File: config.mk
export PLATFORM = sky130hd
export DESIGN_NAME = uart_cmd_master
export DESIGN_NICKNAME = d
export VERILOG_FILES = /design/src/rtl/uart_cmd_master.sv
export SDC_FILE = /design/constraint.sdc
export NUM_CORES = 1
export LEC_CHECK = 0
export CAP_MARGIN = 15
export CORE_MARGIN = 4
export CORE_UTILIZATION = 55
export CTS_CLUSTER_DIAMETER = 150
export CTS_CLUSTER_SIZE = 14
export DETAILED_ROUTE_END_ITERATION = 7
export DONT_BUFFER_PORTS = 1
export GPL_ROUTABILITY_DRIVEN = 0
export PLACE_DENSITY_LB_ADDON = 0.15
export SYNTH_ARGS = -nofsm -noshare
export SYNTH_HDL_FRONTEND = slang
export SYNTH_SLANG_ARGS = --single-unit
File: constraint.sdc
create_clock -name clk -period 3 [get_ports clk]
set_clock_uncertainty 0.05 [all_clocks]
set_input_delay 0.3 -clock clk [delete_from_list [all_inputs] [get_ports clk]]
set_output_delay 0.3 -clock clk [all_outputs]
set_load 0.005 [all_outputs]
File: src/rtl/uart_cmd_master.sv
// Host-side UART command initiator: parallel register requests -> ASCII byte stream, one-byte read replies.
// Optional UART_CMD_ADDR_CACHE_EN skips the address bytes when the request hits the last issued address.
module uart_cmd_master #(
    parameter int TIMEOUT_CYCLES = 1000000,
    parameter int TX_HOLD        = 2
) (
    input  logic       clk,
    input  logic       reset,
    input  logic       req_valid,
    output logic       req_ready,
    input  logic       req_write,
    input  logic [7:0] req_addr,
    input  logic [7:0] req_wdata,
    output logic       rsp_valid,
    output logic [7:0] rsp_data,
    output logic       rsp_timeout,
    output logic [7:0] tx_data,
    output logic       tx_write,
    input  logic       tx_ready,
    input  logic [7:0] rx_data,
    input  logic       rx_ready,
    output logic       rx_read
);
    localparam int TW = $clog2(TIMEOUT_CYCLES + 1);
    localparam int HW = $clog2(TX_HOLD + 1);
    localparam logic [TW-1:0] TO_LAST = TW'(TIMEOUT_CYCLES - 1);

    localparam logic [3:0] S_IDLE     = 4'd0;
    localparam logic [3:0] S_ADDR_HI  = 4'd1;
    localparam logic [3:0] S_ADDR_LO  = 4'd2;
    localparam logic [3:0] S_ADDR_CMD = 4'd3;
    localparam logic [3:0] S_DATA_HI  = 4'd4;
    localparam logic [3:0] S_DATA_LO  = 4'd5;
    localparam logic [3:0] S_DATA_CMD = 4'd6;
    localparam logic [3:0] S_READ_CMD = 4'd7;
    localparam logic [3:0] S_RSP_WAIT = 4'd8;
    localparam logic [3:0] S_DONE     = 4'd9;

    logic [3:0]    state;
    logic [TW-1:0] to_cnt;
    logic [HW-1:0] hold_cnt;
    logic          r_write;
    logic [7:0]    r_addr;
    logic [7:0]    r_wdata;
    logic          byte_state;
    logic          tx_fire;
    logic          to_expire;
    logic          cache_hit;

    always_comb begin
        tx_data    = 8'h00;
        byte_state = 1'b1;
        case (state)
            S_ADDR_HI:  tx_data = 8'h30 | {4'h0, r_addr[7:4]};
            S_ADDR_LO:  tx_data = 8'h30 | {4'h0, r_addr[3:0]};
            S_ADDR_CMD: tx_data = 8'h6d;
            S_DATA_HI:  tx_data = 8'h30 | {4'h0, r_wdata[7:4]};
            S_DATA_LO:  tx_data = 8'h30 | {4'h0, r_wdata[3:0]};
            S_DATA_CMD: tx_data = 8'h77;
            S_READ_CMD: tx_data = 8'h72;
            default:    byte_state = 1'b0;
        endcase
    end

    assign tx_fire   = byte_state & tx_ready & (hold_cnt == '0) & ~reset;
    assign tx_write  = tx_fire;
    // Reply bytes are consumed in RSP_WAIT; anywhere else they are stale and drained.
    assign rx_read   = rx_ready & ~reset;
    assign req_ready = (state == S_IDLE) & ~reset;
    assign rsp_valid = (state == S_DONE);
    assign to_expire = (state == S_RSP_WAIT) & ~rx_ready & (to_cnt == TO_LAST);

`ifdef UART_CMD_ADDR_CACHE_EN
    logic [7:0] cache_addr;
    logic       cache_vld;

    assign cache_hit = cache_vld & (cache_addr == req_addr);

    always_ff @(posedge clk) begin
        if (reset) begin
            cache_vld  <= 1'b0;
            cache_addr <= 8'h00;
        end else if (state == S_ADDR_CMD && tx_fire) begin
            cache_vld  <= 1'b1;
            cache_addr <= r_addr;
        end else if (to_expire) begin
            // Responder state is unknown after a lost reply; force a fresh address next time.
            cache_vld  <= 1'b0;
        end
    end
`else
    assign cache_hit = 1'b0;
`endif

    always_ff @(posedge clk) begin
        if (reset) begin
            state       <= S_IDLE;
            to_cnt      <= '0;
            hold_cnt    <= '0;
            r_write     <= 1'b0;
            r_addr      <= 8'h00;
            r_wdata     <= 8'h00;
            rsp_data    <= 8'h00;
            rsp_timeout <= 1'b0;
        end else begin
            if (tx_fire)
                hold_cnt <= HW'(TX_HOLD);
            else if (hold_cnt != '0)
                hold_cnt <= hold_cnt - HW'(1);

            case (state)
                S_IDLE: if (req_valid) begin
                    r_write <= req_write;
                    r_addr  <= req_addr;
                    r_wdata <= req_wdata;
                    if (cache_hit) state <= req_write ? S_DATA_HI : S_READ_CMD;
                    else           state <= S_ADDR_HI;
                end
                S_ADDR_HI:  if (tx_fire) state <= S_ADDR_LO;
                S_ADDR_LO:  if (tx_fire) state <= S_ADDR_CMD;
                S_ADDR_CMD: if (tx_fire) state <= r_write ? S_DATA_HI : S_READ_CMD;
                S_DATA_HI:  if (tx_fire) state <= S_DATA_LO;
                S_DATA_LO:  if (tx_fire) state <= S_DATA_CMD;
                S_DATA_CMD: if (tx_fire) begin
                    rsp_timeout <= 1'b0;
                    state       <= S_DONE;
                end
                S_READ_CMD: if (tx_fire) begin
                    to_cnt <= '0;
                    state  <= S_RSP_WAIT;
                end
                S_RSP_WAIT: begin
                    if (rx_ready) begin
                        rsp_data    <= rx_data;
                        rsp_timeout <= 1'b0;
                        state       <= S_DONE;
                    end else if (to_expire) begin
                        rsp_data    <= 8'hff;
                        rsp_timeout <= 1'b1;
                        state       <= S_DONE;
                    end else begin
                        to_cnt <= to_cnt + TW'(1);
                    end
                end
                default: state <= S_IDLE;
            endcase
        end
    end
endmodule

==> flow_summary.json, run 1 <==
{
  "first_pass_iters": 4,
  "hold_depth": 1,
  "fin_nets": 337,
  "seq_area_frac_synth_pct": 40.9,
  "arrival_ns": 2.69,
  "cts_max_level": 2,
  "ff2ff_path_depth": 5,
  "powerDensity_mw_per_mm2": 493,
  "cts_resized": 0,
  "numCtsBuffers": 5,
  "die_h_um": 76.0,
  "synth_top_family_by_area": "simple AND/OR/NAND/NOR gates",
  "setup_viol": 0,
  "final_area_mm2": 0.00266,
  "worst_slew_pin_slew_ns": 0.758,
  "post_cts_buffers": 0,
  "drv_cap": 0,
  "io_pins": 51,
  "worstSetupPathType": "flip-flop to flip-flop",
  "yosys.area.top_type_share_pct": 40.9,
  "period_share_pct": 82.8,
  "clk_path_buf_depth": 2,
  "synth_top_area_cell": "dfxtp_1",
  "ys.warnings.count": 0,
  "grt_max_degree": 23,
  "cp-startpoint": "state[2]",
  "p_total_mw": 1.31,
  "async_flop_share_pct": 0,
  "cp-end-kind": "flip-flop",
  "vdd_ir_drop_max_uv": 364,
  "setup_tns_ns": 0,
  "final_cell_mix": "52 x dfxtp_1, 44 x nand2_1, 40 x a21oi_1, 17 x nor2_1, 16 x o21ai_0",
  "die_width_um": 76.0,
  "synthesis.nets": 349,
  "synth_compound_area_share_pct": 20.5,
  "cts-root-buf": "clkbuf_8",
  "switching_share_pct": 23.9,
  "holdCritPathClass": "input pin to flip-flop",
  "syn_area_mm2": 0.00254,
  "startpoint_type": "flip-flop",
  "dieArea_mm2": 0.00578,
  "hp-start": "reset",
  "grt_pass1_vias": 2017,
  "drc": 0,
  "syn_avg_cell_area_um2": 8.00,
  "core_mm2": 0.00441,
  "m1WireLength_um": 2710,
  "synth_adder_area_share_pct": 0.492,
  "drtAntennaViolNets": 0,
  "viasPerCell": 6.25,
  "cts_tree": "done",
  "relSlewSlack_pct": 48.9,
  "placed_cell_area_mm2": 0.00253,
  "layout-drive-gt1-share_pct": 8.47,
  "outcome": "completed",
  "antenna_found_initial": 0,
  "ys_seq_elements": 52,
  "seqPwrFrac_pct": 55.0,
  "dr.first_iter.drc_count": 176,
  "p_clk_share_pct": 36.3,
  "io_buffers": 0,
  "slew_viol_final": 0,
  "whs_endpoint": "state[3]",
  "dr_wl_met3_um": 381,
  "yosys.area_share.simple_pct": 29.5,
  "post_drt_wl_per_cell_um": 16.0,
  "hpwl_um": 3960,
  "synthTopCellsByArea": "dfxtp_1 41%, a21oi_1 7.9%, nand2_1 6.5%",
  "p_leak_nw": 0.890,
  "post-route-util_pct": 60.3,
  "n_fill_cell": 439,
  "internal_power_uw": 997,
  "rsz0062_at_grt": "no",
  "reg2reg_slack_ns": 0.52,
  "grt_pass1_wl_um": 9580,
  "synthXorXnorAreaFrac_pct": 1.38,
  "via_count": 2245,
  "fmaxAchievable_ghz": 0.403,
  "synth_edf_count": 0,
  "finalHoldViolCount": 0,
  "insertion_delay_ns": 0.31,
  "start_util_pct": 57.6,
  "final_common_cell": "dfxtp_1",
  "reg2reg_to": "to_cnt[11]",
  "timing.rr.start": "state[2]",
  "synth_ff_type": "dfxtp_1",
  "worstPathRequired_ns": 3.21,
  "n_antenna_cell": 0,
  "globalRoute.totalOverflow": 0,
  "crit_fanout": 18,
  "power_frac_comb_pct": 8.6,
  "ctsHoldBuffers": 2,
  "clk_pin_slew_ns": 0.09,
  "period_needed_ns": 2.48,
  "floorplan.rows": 24,
  "synth_cell_type_count": 50,
  "routed.top_layer": "met4",
  "hold_ws_ns": 0.0127,
  "track_usage_pct": 19.6,
  "area_delta_synth_final_pct": 4.57,
  "synthesis.instances": 318,
  "p_sw_uw": 314,
  "met2_length_um": 2580,
  "cts.sinks": 52,
  "wirelength_um": 5750,
  "muxShareOfSynthArea_pct": 2.02
}
## critical path, stage by stage, from the launching register on
cell and delay, ns:
dfxtp_1 0.49, or4b_4 0.59, or2_4 0.31, or4_4 0.53
or4_1 0.40, nand2_1 0.07
## power by group through the flow
stage / Combinational, mW / Sequential [mW] / Clock (mW)
6_report: 0.113 / 0.721 / 0.476
2_1_floorplan: 0.0956 / 0.734 / 0
3_3_place_gp: 0.107 / 0.736 / 0
4_1_cts: 0.114 / 0.721 / 0.483
5_1_grt: 0.129 / 0.724 / 0.506
3_5_place_dp: 0.108 / 0.737 / 0
## layout make-up
| cell class | instances | area (um^2) | share of cell area, % |
|---|---|---|---|
| Timing Repair Buffer | 6 | 50.0 | 1.88 |
| Inverter | 6 | 22.5 | 0.847 |
| Clock inverter | 2 | 35.0 | 1.32 |
| Tap cell | 52 | 65.1 | 2.45 |
| Multi-Input combinational cell | 235 | 1370 | 51.6 |
| Sequential cell | 52 | 1040 | 39.1 |
| Clock buffer | 6 | 72.6 | 2.73 |
## metrics by stage
stage / setup slack (ns) / instances
after floorplan: 0.743 / 318
after global placement: 0.588 / 349
after detailed placement: 0.552 / 349
after CTS: 0.531 / 359
after global routing: 0.431 / 359
final: 0.516 / 359
## cell families (layout without fill, tap and decap cells)
family,count (synthesis),after routing
AND/OR/NAND/NOR,140,140
AO/OA/AOI/OAI,84,84
flip-flops,52,52
buffers and inverters,31,20
multiplexers,5,5
XOR/XNOR,4,4
adder cells (fa/ha/maj),1,1
other,1,1
## sequential cells by signal (all words and copies together) (netlist names)
name         flops
r_addr           8
r_wdata          8
r_write          1
to_cnt          20
rsp_timeout      1
rsp_data         8
state            4
hold_cnt         2
## per-layer routing
layer  global-route usage, %  up-vias
li1                        -     1139
met1                    26.3     1027
met2                    29.6       71
met3                    5.67        8
met4                    7.30        0
met5                       0        -
## synthesized netlist by cell type (all sizes together), types with 2 or more instances
cell type  count
nor3b          2
nor2b          3
nand4         10
o21ai         18
nor4           6
or4b           2
xor2           4
or3           10
mux2i          4
a32oi          2
clkbuf        19
nand3         15
or4            7
inv            6
nand2         44
a21oi         40
o211ai         3
nor4b          3
and3           6
nor3           6
dfxtp         52
o221a          8
nor2          18
o31ai          6
buf            6
## how the worst max path moves through the flow
| stage | endpoint | slack [ns] | cells past startpoint |
|---|---|---|---|
| 2_1_floorplan | to_cnt[11] | 0.74 | 6 |
| 3_3_place_gp | to_cnt[11] | 0.59 | 5 |
| 3_5_place_dp | to_cnt[11] | 0.55 | 5 |
| 4_1_cts | to_cnt[11] | 0.53 | 5 |
| 5_1_grt | to_cnt[11] | 0.43 | 5 |
| 6_report | to_cnt[11] | 0.52 | 5 |
Note: power is estimated with default switching activity, not from simulation.
==> run 2, diff against run 1 <==
==> constraint.sdc (replaced) <==
create_clock -name clk -period 2.25 [get_ports clk]
set_clock_uncertainty 0.05 [all_clocks]
set_input_delay 0.225 -clock clk [delete_from_list [all_inputs] [get_ports clk]]
set_output_delay 0.225 -clock clk [all_outputs]
set_load 0.005 [all_outputs]
==> run 2 against run 1 <==
Non-clock buffer count up 31. Largest cell class unchanged. Maximum frequency grew 11%. Die area unchanged. First-iteration DRC count down 4.5%. Count of clock-buffer cells in the layout is 1 lower. Via count rose by 6.8%. Final cell count grew 8.6%. Power grew 28%. Utilization is 6.0 points higher. Critical path depth did not move. Wire length is 8.2% higher.
==> flow_summary.json, run 2 (synthesized netlist as in run 1, its figures left out) <==
{
  "final_cells": 390,
  "cts-root-buf": "clkbuf_8",
  "grt_max_degree": 23,
  "finalHoldViolCount": 0,
  "setup_viol": 0,
  "hold_depth": 2,
  "whs_endpoint": "r_addr[5]",
  "p_total_mw": 1.68,
  "numCtsBuffers": 5,
  "hp-start": "req_addr[5]",
  "track_usage_pct": 21.5,
  "pre_cts_ws_ns": 0.0676,
  "fin_nets": 368,
  "drc": 0,
  "io_pins": 51,
  "grt_pass1_vias": 2214,
  "vdd_ir_drop_max_uv": 337,
  "io_buffers": 0,
  "drv_cap": 0,
  "clk_pin_slew_ns": 0.10,
  "start_util_pct": 57.6,
  "antenna_found_initial": 0,
  "dieArea_mm2": 0.00578,
  "startpoint_type": "flip-flop",
  "path_delay_family": "simple AND/OR/NAND/NOR gates",
  "clk_path_buf_depth": 2,
  "outcome": "completed",
  "cpMaxStageDelayCell": "or4b_4",
  "die_width_um": 76.0,
  "first_pass_iters": 5,
  "n_antenna_cell": 0,
  "reg2reg_to": "to_cnt[11]",
  "cp.buffers_inverters": 0,
  "period_share_pct": 99.4,
  "hpwl_um": 4300,
  "placed_cell_area_mm2": 0.00268,
  "cts.sinks": 52,
  "dr.first_iter.drc_count": 168,
  "fmaxAchievable_ghz": 0.447,
  "via_count": 2398,
  "wirelength_um": 6220,
  "worstPathRequired_ns": 2.46,
  "slew_viol_final": 0,
  "final_cell_mix": "51 x dfxtp_1, 43 x nand2_1, 40 x a21oi_1, 22 x buf_4, 17 x nor2_1",
  "cp-end-kind": "flip-flop",
  "timing.rr.start": "state[0]",
  "hold_ws_ns": 0.00822,
  "slowest_delay_ns": 0.54,
  "setup_tns_ns": 0,
  "largest_register_ffs": 20,
  "p_leak_nw": 1.03,
  "worstSetupPathType": "flip-flop to flip-flop",
  "drtAntennaViolNets": 0,
  "finalWorstSetupSlack_ns": 0.0130,
  "viasPerCell": 6.15,
  "powerDensity_mw_per_mm2": 575,
  "floorplan.rows": 24,
  "holdCritPathClass": "input pin to flip-flop",
  "grt_pass1_wl_um": 10600,
  "cts_tree": "done",
  "crit_fanout": 2,
  "core_mm2": 0.00441,
  "worst_slew_pin_slew_ns": 0.816,
  "arrival_ns": 2.45,
  "rsz0062_at_grt": "yes",
  "ff2ff_path_depth": 5,
  "area_delta_synth_final_pct": 15.0,
  "globalRoute.totalOverflow": 0,
  "post-route-util_pct": 66.2,
  "insertion_delay_ns": 0.31,
  "period_needed_ns": 2.24,
  "reg2reg_slack_ns": 0.01,
  "final_area_mm2": 0.00292,
  "crit_chain": "or4b_4, or2_4, or4_4, or4_4, nand2_2",
  "post_drt_wl_per_cell_um": 16.0,
  "cp_common_cell": "or4_4",
  "final_common_cell": "dfxtp_1",
  "layout-drive-gt1-share_pct": 15.1,
  "relSlewSlack_pct": 44.8,
  "regMostFlops": "to_cnt",
  "dp.cells": 368,
  "die_h_um": 76.0,
  "cts_max_level": 2
}
[run 2: worst register-to-register path, delay by kind of cell (launching register included)]
family / cells / cell delay, ns
simple gates: 5 / 1.81
flops: 1 / 0.33
[run 2: worst max-delay path by stage]
stage               startpoint         end  slack [ns]  cells past startpoint
floorplan             state[1]  to_cnt[11]      -0.007                      6
detailed placement    state[0]  to_cnt[11]        0.07                      5
CTS                   state[0]  to_cnt[11]        0.04                      5
global placement      state[0]  to_cnt[11]        0.11                      5
global route          state[0]  to_cnt[11]       -0.02                      5
finish                state[0]  to_cnt[11]        0.01                      5
[run 2: layout make-up]
| class | count | area, um^2 |
|---|---|---|
| multi-input combinational | 235 | 1390 |
| fill | 367 | 1490 |
| sequential | 52 | 1040 |
| tap | 52 | 65.1 |
| inverter | 6 | 22.5 |
| timing repair buffer | 37 | 317 |
| clock inverter | 3 | 21.3 |
| clock buffer | 5 | 68.8 |
[run 2: routing by layer]
metal	vias to the layer above	part of all wire, %	track usage (%)
li1	1201	-	-
met1	1112	45	28.8
met2	80	48	34.4
met3	5	7.0	6.38
met4	0	0.61	4.45
met5	-	0	0
[run 2: timing repair]
| item | CTS | global route |
|---|---|---|
| setup buffers | 0 | 0 |
| setup endpoints to repair | 0 | 6 |
| gates resized for setup | 0 | 7 |
| hold buffers | 14 | 0 |
| hold endpoints to repair | 22 | 0 |
[run 2: power by group]
group          leakage [nW]  switching (mW)  internal [mW]
sequential            0.422          0.0143          0.948
combinational         0.560           0.109         0.0758
clock                0.0445           0.315          0.221
